## src/rtl/instr_encoder.sv

```systemverilog
// Symbolic-op to machine-word encoder with sequential address tagging.
// Optional post-LW NOP padding is enabled by defining INSTR_ENCODER_LOAD_PAD_EN.
module instr_encoder #(
  parameter int unsigned       ADDR_W    = 8,
  parameter logic [ADDR_W-1:0] BASE_ADDR = '0,
  parameter int unsigned       PAD_NOPS  = 1
) (
  input  logic              clk,
  input  logic              rst_n,
  input  logic              clear,
  input  logic              in_valid,
  output logic              in_ready,
  input  logic [3:0]        in_op,
  input  logic [4:0]        in_rs,
  input  logic [4:0]        in_rt,
  input  logic [4:0]        in_rd,
  input  logic [15:0]       in_imm,
  output logic              out_valid,
  input  logic              out_ready,
  output logic [31:0]       out_instr,
  output logic [ADDR_W-1:0] out_addr,
  output logic              err,
  output logic [15:0]       count
);

  if (PAD_NOPS < 1 || PAD_NOPS > 7) begin : g_pad_nops_range
    $error("instr_encoder: PAD_NOPS must be in 1..7");
  end

  typedef enum logic {PASS, PAD} state_e;

  state_e              state_q, state_d;
  logic                out_valid_q, out_valid_d;
  logic [31:0]         out_instr_q, out_instr_d;
  logic [ADDR_W-1:0]   out_addr_q, out_addr_d;
  logic                err_q, err_d;
  logic [15:0]         count_q, count_d;
`ifdef INSTR_ENCODER_LOAD_PAD_EN
  logic                lw_q, lw_d;
  logic [2:0]          pad_left_q, pad_left_d;
`endif

  logic [31:0] enc_word;
  logic        enc_legal;
  logic        enc_lw;
  logic        accept;
  logic        out_hs;

  always_comb begin
    enc_word  = '0;
    enc_legal = 1'b1;
    enc_lw    = 1'b0;
    case (in_op)
      4'd0: enc_word = {6'd2, in_rs, in_rt, in_rd, 5'd10, 6'd32};
      4'd1: enc_word = {6'd2, in_rs, in_rt, in_rd, 5'd10, 6'd34};
      4'd2: enc_word = {6'd2, in_rs, in_rt, in_rd, 5'd10, 6'd36};
      4'd3: enc_word = {6'd2, in_rs, in_rt, in_rd, 5'd10, 6'd37};
      4'd4: enc_word = {6'd2, in_rs, in_rt, in_rd, 5'd10, 6'd50};
      4'd5: begin
        enc_word = {6'd3, in_rs, in_rt, in_imm};
        enc_lw   = 1'b1;
      end
      4'd6: enc_word = {6'd4, in_rs, in_rt, in_imm};
      4'd7: enc_word = '0;
      default: enc_legal = 1'b0;
    endcase
  end

`ifdef INSTR_ENCODER_LOAD_PAD_EN
  // A pending LW blocks intake so its pad words can follow it directly.
  assign in_ready = (!out_valid_q || out_ready) && (state_q == PASS) && !clear
                    && !(out_valid_q && lw_q);
`else
  assign in_ready = (!out_valid_q || out_ready) && (state_q == PASS) && !clear;
`endif

  assign accept = in_valid && in_ready;
  assign out_hs = out_valid_q && out_ready;

  always_comb begin
    state_d     = state_q;
    out_valid_d = out_valid_q;
    out_instr_d = out_instr_q;
    out_addr_d  = out_addr_q;
    err_d       = err_q;
    count_d     = count_q;
`ifdef INSTR_ENCODER_LOAD_PAD_EN
    lw_d        = lw_q;
    pad_left_d  = pad_left_q;
`endif
    if (clear) begin
      state_d     = PASS;
      out_valid_d = 1'b0;
      out_addr_d  = BASE_ADDR;
      err_d       = 1'b0;
      count_d     = '0;
`ifdef INSTR_ENCODER_LOAD_PAD_EN
      lw_d        = 1'b0;
      pad_left_d  = '0;
`endif
    end else begin
      if (out_hs) begin
        out_addr_d  = out_addr_q + ADDR_W'(1);
        count_d     = (count_q == 16'hFFFF) ? count_q : count_q + 16'd1;
        out_valid_d = 1'b0;
      end
`ifdef INSTR_ENCODER_LOAD_PAD_EN
      if (state_q == PAD) begin
        if (out_hs) begin
          if (pad_left_q == 3'd1) begin
            state_d = PASS;
          end else begin
            pad_left_d  = pad_left_q - 3'd1;
            out_valid_d = 1'b1;
            out_instr_d = '0;
          end
        end
      end else if (out_hs && lw_q) begin
        state_d     = PAD;
        pad_left_d  = 3'(PAD_NOPS);
        out_valid_d = 1'b1;
        out_instr_d = '0;
        lw_d        = 1'b0;
      end
`endif
      if (accept) begin
        if (enc_legal) begin
          out_valid_d = 1'b1;
          out_instr_d = enc_word;
`ifdef INSTR_ENCODER_LOAD_PAD_EN
          lw_d        = enc_lw;
`endif
        end else begin
          err_d = 1'b1;
        end
      end
    end
  end

  always_ff @(posedge clk or negedge rst_n) begin
    if (!rst_n) begin
      state_q     <= PASS;
      out_valid_q <= 1'b0;
      out_instr_q <= '0;
      out_addr_q  <= BASE_ADDR;
      err_q       <= 1'b0;
      count_q     <= '0;
`ifdef INSTR_ENCODER_LOAD_PAD_EN
      lw_q        <= 1'b0;
      pad_left_q  <= '0;
`endif
    end else begin
      state_q     <= state_d;
      out_valid_q <= out_valid_d;
      out_instr_q <= out_instr_d;
      out_addr_q  <= out_addr_d;
      err_q       <= err_d;
      count_q     <= count_d;
`ifdef INSTR_ENCODER_LOAD_PAD_EN
      lw_q        <= lw_d;
      pad_left_q  <= pad_left_d;
`endif
    end
  end

`ifndef INSTR_ENCODER_LOAD_PAD_EN
  logic unused_enc_lw;
  assign unused_enc_lw = enc_lw;
`endif

  assign out_valid = out_valid_q;
  assign out_instr = out_instr_q;
  assign out_addr  = out_addr_q;
  assign err       = err_q;
  assign count     = count_q;

endmodule

```

## config.mk

```make
export PLATFORM = sky130hd
export DESIGN_NAME = instr_encoder
export DESIGN_NICKNAME = d
export VERILOG_FILES = /design/src/rtl/instr_encoder.sv
export SDC_FILE = /design/constraint.sdc
export NUM_CORES = 1
export LEC_CHECK = 0
export ABC_AREA = 1
export CAP_MARGIN = 15
export CORE_ASPECT_RATIO = 2
export CORE_UTILIZATION = 30
export DETAILED_ROUTE_END_ITERATION = 8
export GPL_ROUTABILITY_DRIVEN = 1
export PLACE_DENSITY = 0.69
export SLEW_MARGIN = 20
export SYNTH_ARGS = -nofsm -noshare
export SYNTH_HDL_FRONTEND = slang
export SYNTH_SLANG_ARGS = --single-unit
export TNS_END_PERCENT = 50
```

## constraint.sdc

```tcl
create_clock -name clk -period 4.47 [get_ports clk]
set_clock_uncertainty 0.2 [all_clocks]
set_input_delay 0.447 -clock clk [delete_from_list [all_inputs] [get_ports clk]]
set_output_delay 0.447 -clock clk [all_outputs]
set_load 0.01 [all_outputs]
```

==> metrics.md, run 1 <==
| Metric | Value |
|---|---|
| Library cells used by synthesis | `34` |
| Worst EP required | `3.82 ns` |
| CTS Sinks | `55` |
| Critical Path Source Type | `input port` |
| Peak Freq | `0.352 GHz` |
| Post-synthesis sequential area ratio | `47.6%` |
| Worst-Skew Late Latency | `0.29 ns` |
| Pre-CTS setup slack | `1.61 ns` |
| Worst Path Buf+Inv | `4` |
| Initial antenna violation count | `0` |
| Crit path max fanout | `22` |
| Die Width | `71.4 µm` |
| Maximum buffer depth of the clock tree | `2` |
| Core Footprint | `9380 µm²` |
| Most frequent CP cell | `clkdlybuf4s50_1` |
| Setup TNS Final | `0 ns` |
| Global placement routability congestion | `0.901` |
| Initial core utilization | `30.8%` |
| Largest net degree at the start of global routing | `56` |
| Top cell type's share of synthesized area | `47.6%` |
| Peak supply drop | `0.196 mV` |
| Worst R2R End | `count[13]` |
| Area growth, synth to finish | `40.4%` |
| Final worst setup slack | `1.63 ns` |
| # fillers | `952` |
| Number of global-route vias before repair | `2638` |
| Mapped Cells | `380` |
| Seq pwr share | `45.4%` |
| Switching share of power | `24.2%` |
| CP max stage delay | `0.55 ns` |
| Failing checks | `design-rule violations` |
| Final Hold Viols | `0` |
| R2R Setup Slk | `2.43 ns` |
| Pleak | `1.89 nW` |
| Clk root buf | `clkbuf_16` |
| Number of CTS-inserted buffers | `5` |
| RSZ-0062 raised after global routing | `no` |
| Drt pass-1 iters | `6` |
| Synth warn | `0` |
| Worst setup EP type | `primary output` |
| Status | `finished, violations left` |
| Clock share of power | `38.0%` |
| Top delay family on crit path | `buffers and inverters` |
| Worst-Margin Slew | `0.735 ns` |
| Internal power | `0.920 mW` |
| Dpl hpwl | `5790 µm` |
| Switching pwr | `0.293 mW` |
| Vias per cell | `4.77` |
| Post-CTS Setup Repair Bufs | `0` |
| Comb power frac | `16.6%` |
| CTS tree | `done` |
| FF-to-FF path depth | `9` |
| DR iter-0 viols | `159` |
| Fraction of the cycle the final worst path needs | `63.6%` |
| Slew Limit Fails | `0` |
| Die span in y | `141 µm` |
| Ranking of synthesized cells by area | `dfrtp_1, nand2_1, nor2_1, inv_1, nand3_1` |
| Drt wl/cell | `13.5 µm` |
| Port bufs | `95` |
| Slowest cell on crit path | `clkdlybuf4s50_1` |
| Total number of vias | `2747` |
| Nets | `513` |
| Power density cells | `299 nW/µm²` |
| Die area | `10100 µm²` |
| Worst Setup SP | `clear` |
| Drt total wl | `7760 µm` |
| Levels on crit path | `5` |
| DRT antenna net count | `0` |
| Worst Hold Class | `input port to async pin` |
| Cell Area, Synth | `2890 µm²` |
| Slew HR | `50.7%` |
| Post-route DRC violation count | `11` |
| Wire length of the first global-routing pass | `12500 µm` |
| Seq cells post-synth | `55` |
| Max_cap viols | `0` |
| Final min period | `2.84 ns` |
| Resized cells post-CTS | `0` |
| Avg Cell Area, Syn | `7.61 µm²` |
| Worst Path Arrival | `2.20 ns` |
| CTS clk-pin slew, worst paths | `0.08 ns` |
| Htree depth | `2` |
| RR Startpoint | `count[0]` |
| Antenna diode count | `0` |
| Remaining Overflow, GRT | `0` |
| Row count | `50` |
| # setup viols final | `0` |
| Hold bufs inserted after CTS | `0` |
| Layout cell share with drive strength beyond 1 | `7.20%` |
| Worst Setup EP | `in_ready` |
| Largest area contributor in the netlist | `dfrtp_1` |
| Boundary pin count | `99` |
| Gr usage total | `15.9%` |
| Worst-path cell chain | `clkdlybuf4s50_1, inv_2, nand2_1, inv_1, clkdlybuf4s50_1` |
| CP Class | `input port to primary output` |
[layer usage]
layer / routed length (µm) / GRT usage [%]
met2: 4270 / 31.0
met5: 0 / 0
met1: 2880 / 16.2
met4: 146 / 6.00
met3: 471 / 2.72
[worst min-delay path by stage]
| stage | from | to |
|---|---|---|
| after floorplan | rst_n | count[0] |
| after global routing | rst_n | out_instr[20] |
| after detailed placement | out_instr[1] | out_instr[1] |
| after global placement | out_instr[15] | out_instr[15] |
| final | rst_n | count[10] |
| after CTS | rst_n | count[7] |
[Yosys cell counts]
library cell,number
inv_1,37
o21ai_1,6
a31oi_1,5
o21ai_0,19
buf_8,1
o211ai_1,1
inv_2,6
dfrtp_1,55
nand3b_4,1
buf_12,1
a21boi_0,1
clkbuf_2,1
nor2_4,3
buf_4,3
nand2_2,3
a22oi_1,1
clkbuf_1,1
buf_2,7
or2_2,3
nand4_1,5
nand2_4,1
xor2_1,2
conb_1,1
a21oi_2,1
a21oi_1,4
o21ai_2,5
o31ai_1,1
nand2_1,128
nor3_1,8
ha_1,2
nand3_1,26
nor2_2,1
nor2_1,39
xnor2_1,1
[power groups by stage]
| stage | combinational [mW] | clock [mW] | sequential [mW] |
|---|---|---|---|
| after floorplan | 0.0642 | 0 | 0.575 |
| after CTS | 0.205 | 0.477 | 0.551 |
| final | 0.202 | 0.462 | 0.551 |
| after global routing | 0.220 | 0.492 | 0.555 |
| after global placement | 0.200 | 0 | 0.560 |
| after detailed placement | 0.204 | 0 | 0.561 |
[area by class of cell]
cell class,count,area [µm²],share of cell area [%]
flip-flops and latches,55,1380,33.9
multi-input cells,270,1260,31.0
repair buffers,96,953,23.5
inverters,43,161,3.98
clock buffers,6,139,3.42
well taps,104,130,3.21
clock inverters,2,38.8,0.956
[flip-flops by register name, indices dropped and copies added (netlist names)]
register,flops
out_addr,8
out_valid,1
err,1
count,16
out_instr,29
[cell families after synthesis]
logic type	synth area share, %
XOR/XNOR	0.909
other	0.130
AO/OA/AOI/OAI	8.96
buffers and inverters	9.09
adder cells (fa/ha/maj)	0.866
flip-flops	47.6
AND/OR/NAND/NOR	32.4
[cells in the final DEF, fill, tap and decap left out, types with 4 or more instances in the layout]
master           synthesis  layout
a31oi_1                  5       5
o21ai_1                  6       6
a21oi_1                  4       4
nor2_1                  39      39
inv_1                   37      37
nand4_1                  5       5
nor3_1                   8       8
dfrtp_1                 55      55
o21ai_2                  5       5
clkdlybuf4s50_1          0      94
nand2_1                128     128
inv_2                    6       6
nand3_1                 26      26
clkbuf_16                0       5
o21ai_0                 19      19
[metrics by stage]
step	util, %	hold slack, ns	total power [mW]	std cells	cell area (µm²)
floorplan	-	-0.0486	0.639	382	2900
global placement	41.3	0.265	0.760	568	3880
detailed placement	41.3	0.268	0.765	568	3880
CTS	43.2	0.126	1.23	576	4060
global route	43.2	0.164	1.27	576	4060
finish	43.2	0.0909	1.21	576	4060
Power figures use the tool's default switching activity.
==> run 2: changes to the inputs <==
PLACE_DENSITY = 0.71   (was 0.69)
clock period = 2.4 ns   (was 4.47 ns; I/O delays follow)
==> metrics.md, run 2 (same netlist as run 1, synthesis figures left out) <==
| Metric | Value |
|---|---|
| Status | `finished, violations left` |
| Failing checks | `design-rule violations` |
| Final min period | `2.00 ns` |
| Worst-Skew Late Latency | `0.29 ns (about the same)` |
| Global placement routability congestion | `0.874 (-3.1%)` |
| Die span in y | `141 µm (unchanged)` |
| CTS tree | `done` |
| Power density cells | `540 nW/µm² (+80%)` |
| DRT antenna net count | `0 (unchanged)` |
| Gr usage total | `16.5% (+0.62 points)` |
| Initial core utilization | `30.8% (unchanged)` |
| Worst EP required | `1.96 ns (-1.86 ns)` |
| Htree depth | `2 (unchanged)` |
| Maximum buffer depth of the clock tree | `2 (unchanged)` |
| Crit path max fanout | `3 (-86%)` |
| Top Usage Layer GRT | `met2` |
| CTS clk-pin slew, worst paths | `0.07 ns (about the same)` |
| Peak supply drop | `0.293 mV (+49%)` |
| Grt met1 use | `16.9% (+0.72 points)` |
| Most frequent cells in the layout | `nand2_1, clkdlybuf4s50_1, dfrtp_1, nor2_1, inv_1` |
| Die area | `10100 µm² (unchanged)` |
| Drt total wl | `7950 µm (+2.4%)` |
| Clk root buf | `clkbuf_16` |
| Drt pass-1 iters | `7 (+1)` |
| # fillers | `982 (+3.2%)` |
| RSZ-0062 raised after global routing | `no` |
| Area growth, synth to finish | `41.8%` |
| Pleak | `1.91 nW (+1.2%)` |
| Port bufs | `95 (unchanged)` |
| Post-DP Area | `3930 µm² (+1.3%)` |
| CP Class | `input port to primary output` |
| Max_cap viols | `0 (unchanged)` |
| Hold WS | `0.242 ns (+0.151 ns)` |
| Boundary pin count | `99 (unchanged)` |
| FF-to-FF path depth | `9 (unchanged)` |
| M2 GR Usage | `31.4% (+0.40 points)` |
| Core Footprint | `9380 µm² (unchanged)` |
| Die Width | `71.4 µm (unchanged)` |
| Row count | `50 (unchanged)` |
| DP Cell Count | `573 (+0.88%)` |
| Fin area | `4100 µm² (+1.0%)` |
| Antenna diode count | `0 (unchanged)` |
| Final Non-Filler Cells | `581 (+0.87%)` |
| Critical Path Source Type | `input port` |
| Setup TNS Final | `0 ns (unchanged)` |
| CTS Sinks | `55 (unchanged)` |
| Total number of vias | `2833 (+3.1%)` |
| Worst Path Arrival | `1.56 ns (-0.64 ns)` |
| Wire length of the first global-routing pass | `13000 µm (+4.7%)` |
| Dpl hpwl | `6100 µm (+5.5%)` |
| Largest net degree at the start of global routing | `38 (-32%)` |
| Fraction of the cycle the final worst path needs | `83.3%` |
| Pre-CTS setup slack | `0.378 ns (-1.23 ns)` |
| Layout cell share with drive strength beyond 1 | `7.76% (+0.55 points)` |
| Power, Total | `2.21 mW (+82%)` |
| Remaining Overflow, GRT | `0 (unchanged)` |
| Post-CTS Setup Repair Bufs | `0 (unchanged)` |
| Post-route DRC violation count | `10 (-1)` |
| Largest register FFs | `29 (unchanged)` |
| Final Hold Viols | `0 (unchanged)` |
| DR iter-0 viols | `156 (-1.9%)` |
| Vias per cell | `4.88 (+2.2%)` |
| Slew Limit Fails | `0 (unchanged)` |
| Worst setup EP type | `primary output` |
| R2R Setup Slk | `0.41 ns (-2.02 ns)` |
| Number of CTS-inserted buffers | `5 (unchanged)` |
| Number of global-route vias before repair | `2793 (+5.9%)` |
| Commonest non-fill, non-tap cell in the layout | `nand2_1` |
| Worst Hold Class | `input port to async pin` |
| Final worst setup slack | `0.401 ns (-1.22 ns)` |
| Nets | `519 (+1.2%)` |
| Utilization after layout | `43.7% (+0.44 points)` |
| Peak Freq | `0.500 GHz` |
| Initial antenna violation count | `0 (unchanged)` |
| Drt wl/cell | `13.7 µm (+1.5%)` |
| # setup viols final | `0 (unchanged)` |
| Met3 usage | `2.14% (-0.57 points)` |
run 2: metal layers:
| layer | up-vias | share of wire (%) |
|---|---|---|
| met5 | - | 0 |
| met4 | 0 | 3.8 |
| met3 | 26 | 5.3 |
| met2 | 113 | 55 |
| met1 | 1313 | 36 |
| li1 | 1381 | - |
run 2: what timing repair did:
action                    4_1_cts  5_1_grt
resized for setup               0        0
hold buffers                    1        0
hold endpoints to repair       18        0
run 2: report_power, final:
| part | internal (mW) | leakage, nW | total [mW] | switching (mW) |
|---|---|---|---|---|
| Clock | 0.487 | 0.0769 | 0.796 | 0.309 |
| Combinational | 0.208 | 1.09 | 0.390 | 0.182 |
| Sequential | 0.989 | 0.747 | 1.03 | 0.0373 |
run 2: worst paths after layout:
| check | start | to |
|---|---|---|
| max | out_ready | in_ready |
| min | rst_n | count[1] |
| max reg2reg | count[0] | count[7] |
| min reg2reg | out_instr[13] | out_instr[13] |
| max in group asynchronous | rst_n | out_instr[23] |
| min in group clk | out_instr[13] | out_instr[13] |
run 2: cell type report:
type	instances	area [µm²]	area share [%]
Timing Repair Buffer	102	1010	24.7
Tap cell	104	130	3.17
Inverter	43	161	3.94
Multi-Input combinational cell	270	1260	30.7
Clock inverter	1	30.0	0.733
Sequential cell	55	1380	33.6
Clock buffer	6	129	3.14
run 2: worst max-delay path, cell delays in order:
cell and delay, ns:
clkdlybuf4s50_1 0.49, inv_1 0.04, nand2_1 0.09, nand2_1 0.11
inv_1 0.07, clkdlybuf4s50_1 0.52
==> run 3: changes to the inputs <==
clock period = 1.8 ns   (was 2.4 ns; I/O delays follow)
==> metrics.md, run 3 (same netlist as run 1, synthesis figures left out) <==
| Metric | Value |
|---|---|
| Global placement routability congestion | `0.974 (+12%)` |
| Drt wl/cell | `13.8 µm (+0.92%)` |
| Die Width | `71.4 µm (unchanged)` |
| Drt total wl | `8470 µm (+6.5%)` |
| Final Non-Filler Cells | `613 (+5.5%)` |
| Boundary pin count | `99 (unchanged)` |
| Fin area | `4390 µm² (+7.2%)` |
| Drt pass-1 iters | `6 (-1)` |
| Remaining Overflow, GRT | `0 (unchanged)` |
| Post-CTS Setup Repair Bufs | `0 (unchanged)` |
| CTS tree | `done` |
| Initial core utilization | `30.8% (unchanged)` |
| Worst Hold Class | `input port to async pin` |
| Final min period | `1.73 ns` |
| Largest register FFs | `29 (unchanged)` |
| Setup TNS Final | `0 ns (unchanged)` |
| Antenna diode count | `0 (unchanged)` |
| DR iter-0 viols | `134 (-14%)` |
| Number of CTS-inserted buffers | `5 (unchanged)` |
| Final Hold Viols | `0 (unchanged)` |
| Nets | `551 (+6.2%)` |
| Core Footprint | `9380 µm² (unchanged)` |
| Final worst setup slack | `0.0732 ns (-0.328 ns)` |
| Htree depth | `2 (unchanged)` |
| Number of global-route vias before repair | `2944 (+5.4%)` |
| Clk root buf | `clkbuf_16` |
| Peak supply drop | `0.413 mV (+41%)` |
| Top delay family on crit path | `buffers and inverters` |
| Vias per cell | `4.79 (-1.8%)` |
| Pleak | `2.12 nW (+11%)` |
| Commonest non-fill, non-tap cell in the layout | `nand2_1` |
| Wire length of the first global-routing pass | `13700 µm (+5.1%)` |
| Peak Freq | `0.579 GHz` |
| Port bufs | `95 (unchanged)` |
| Most frequent cells in the layout | `nand2_1, clkdlybuf4s50_1, dfrtp_1, nor2_1, inv_1` |
| Worst Path Arrival | `1.35 ns (-0.21 ns)` |
| Hold WS | `0.203 ns (-0.0395 ns)` |
| Fraction of the cycle the final worst path needs | `95.9%` |
| Row count | `50 (unchanged)` |
| CTS Sinks | `55 (unchanged)` |
| DRT antenna net count | `0 (unchanged)` |
| Dpl hpwl | `6560 µm (+7.5%)` |
| Die span in y | `141 µm (unchanged)` |
| Post-DP Area | `4200 µm² (+6.7%)` |
| Worst-path cell chain | `buf_4, clkdlybuf4s50_1` |
| Failing checks | `design-rule violations` |
| Post-route DRC violation count | `10 (unchanged)` |
| Slowest cell on crit path | `clkdlybuf4s50_1` |
| Layout cell share with drive strength beyond 1 | `14.5% (+6.8 points)` |
| Power, Total | `3.02 mW (+37%)` |
| Maximum buffer depth of the clock tree | `2 (unchanged)` |
| Largest net degree at the start of global routing | `56 (+47%)` |
| Worst setup EP type | `primary output` |
| Area growth, synth to finish | `52.0%` |
| Critical Path Source Type | `flop` |
| Worst Path Buf+Inv | `2 (-2)` |
| # setup viols final | `0 (unchanged)` |
| Utilization after layout | `46.8% (+3.1 points)` |
| Die area | `10100 µm² (unchanged)` |
| Initial antenna violation count | `0 (unchanged)` |
| Crit path max fanout | `3 (unchanged)` |
| RSZ-0062 raised after global routing | `no` |
| Power density cells | `688 nW/µm² (+27%)` |
| Gr usage total | `17.6% (+1.1 points)` |
| Slew Limit Fails | `0 (unchanged)` |
| Worst EP required | `1.42 ns (-0.54 ns)` |
| Max_cap viols | `0 (unchanged)` |
| CP Class | `flop to primary output` |
| CTS clk-pin slew, worst paths | `0.07 ns (about the same)` |
| Status | `finished, violations left` |
| Total number of vias | `2934 (+3.6%)` |
| CP max stage delay | `0.52 ns (about the same)` |
| Pre-CTS setup slack | `-0.334 ns (-0.711 ns)` |
| DP Cell Count | `605 (+5.6%)` |
| Worst-Skew Late Latency | `0.29 ns (about the same)` |
## run 3: cell count changes in the layout (fill, tap and decap cells not counted), moves of 2 or more
cell	before	now
buf_12	1	3
buf_4	5	35
clkdlybuf4s50_1	94	91
dfrtp_1	55	53
dfrtp_2	0	2
dlygate4sd2_1	0	2
## run 3: worst min-delay path, stage by stage
cell and delay (ns):
dlygate4sd3_1 0.52, buf_2 0.12, buf_12 0.27
## run 3: layer usage
layer  up-vias  share of wire (%)  routed length [µm]  global-route usage, %
met5         -                  0                   0                      0
met4         0                3.9                 330                   8.84
met3        20                5.0                 423                   2.57
met2       106                 56                4740                   34.5
met1      1361                 35                2970                   17.1
li1       1447                  -                   -                      -
## run 3: power breakdown
part / internal, mW / switching, mW / leakage [nW]
logic: 0.312 / 0.255 / 1.30
clock network: 0.649 / 0.439 / 0.0759
registers: 1.32 / 0.0494 / 0.743
total: 2.28 / 0.743 / 2.12
## run 3: path summary, 6_finish.rpt
kind / from / to / slack (ns) / cells past startpoint
worst max-delay path: count[6] / count[6] / 0.07 / 2
worst min-delay path: rst_n / count[1] / 0.20 / 3
worst min register to register: out_instr[11] / out_instr[11] / 0.29 / 2
min in group clk: in_imm[8] / out_instr[8] / 0.24 / 3
max in group asynchronous: rst_n / count[8] / 0.91 / 3
worst max register to register: count[0] / count[4] / 0.13 / 9
## run 3: what timing repair did
item / 4_1_cts / 5_1_grt
hold buffers: 1 / 0
endpoints found under the setup margin: 4 / 8
endpoints found under the hold margin: 55 / 0
gates resized for setup: 3 / 6
## run 3: final cells by class
class / instances / area [µm²]
Timing Repair Buffer: 134 / 1280
Multi-Input combinational cell: 270 / 1280
Fill cell: 917 / 4990
Tap cell: 104 / 130
Clock inverter: 2 / 37.5
Sequential cell: 55 / 1380
Clock buffer: 5 / 125
Inverter: 43 / 161
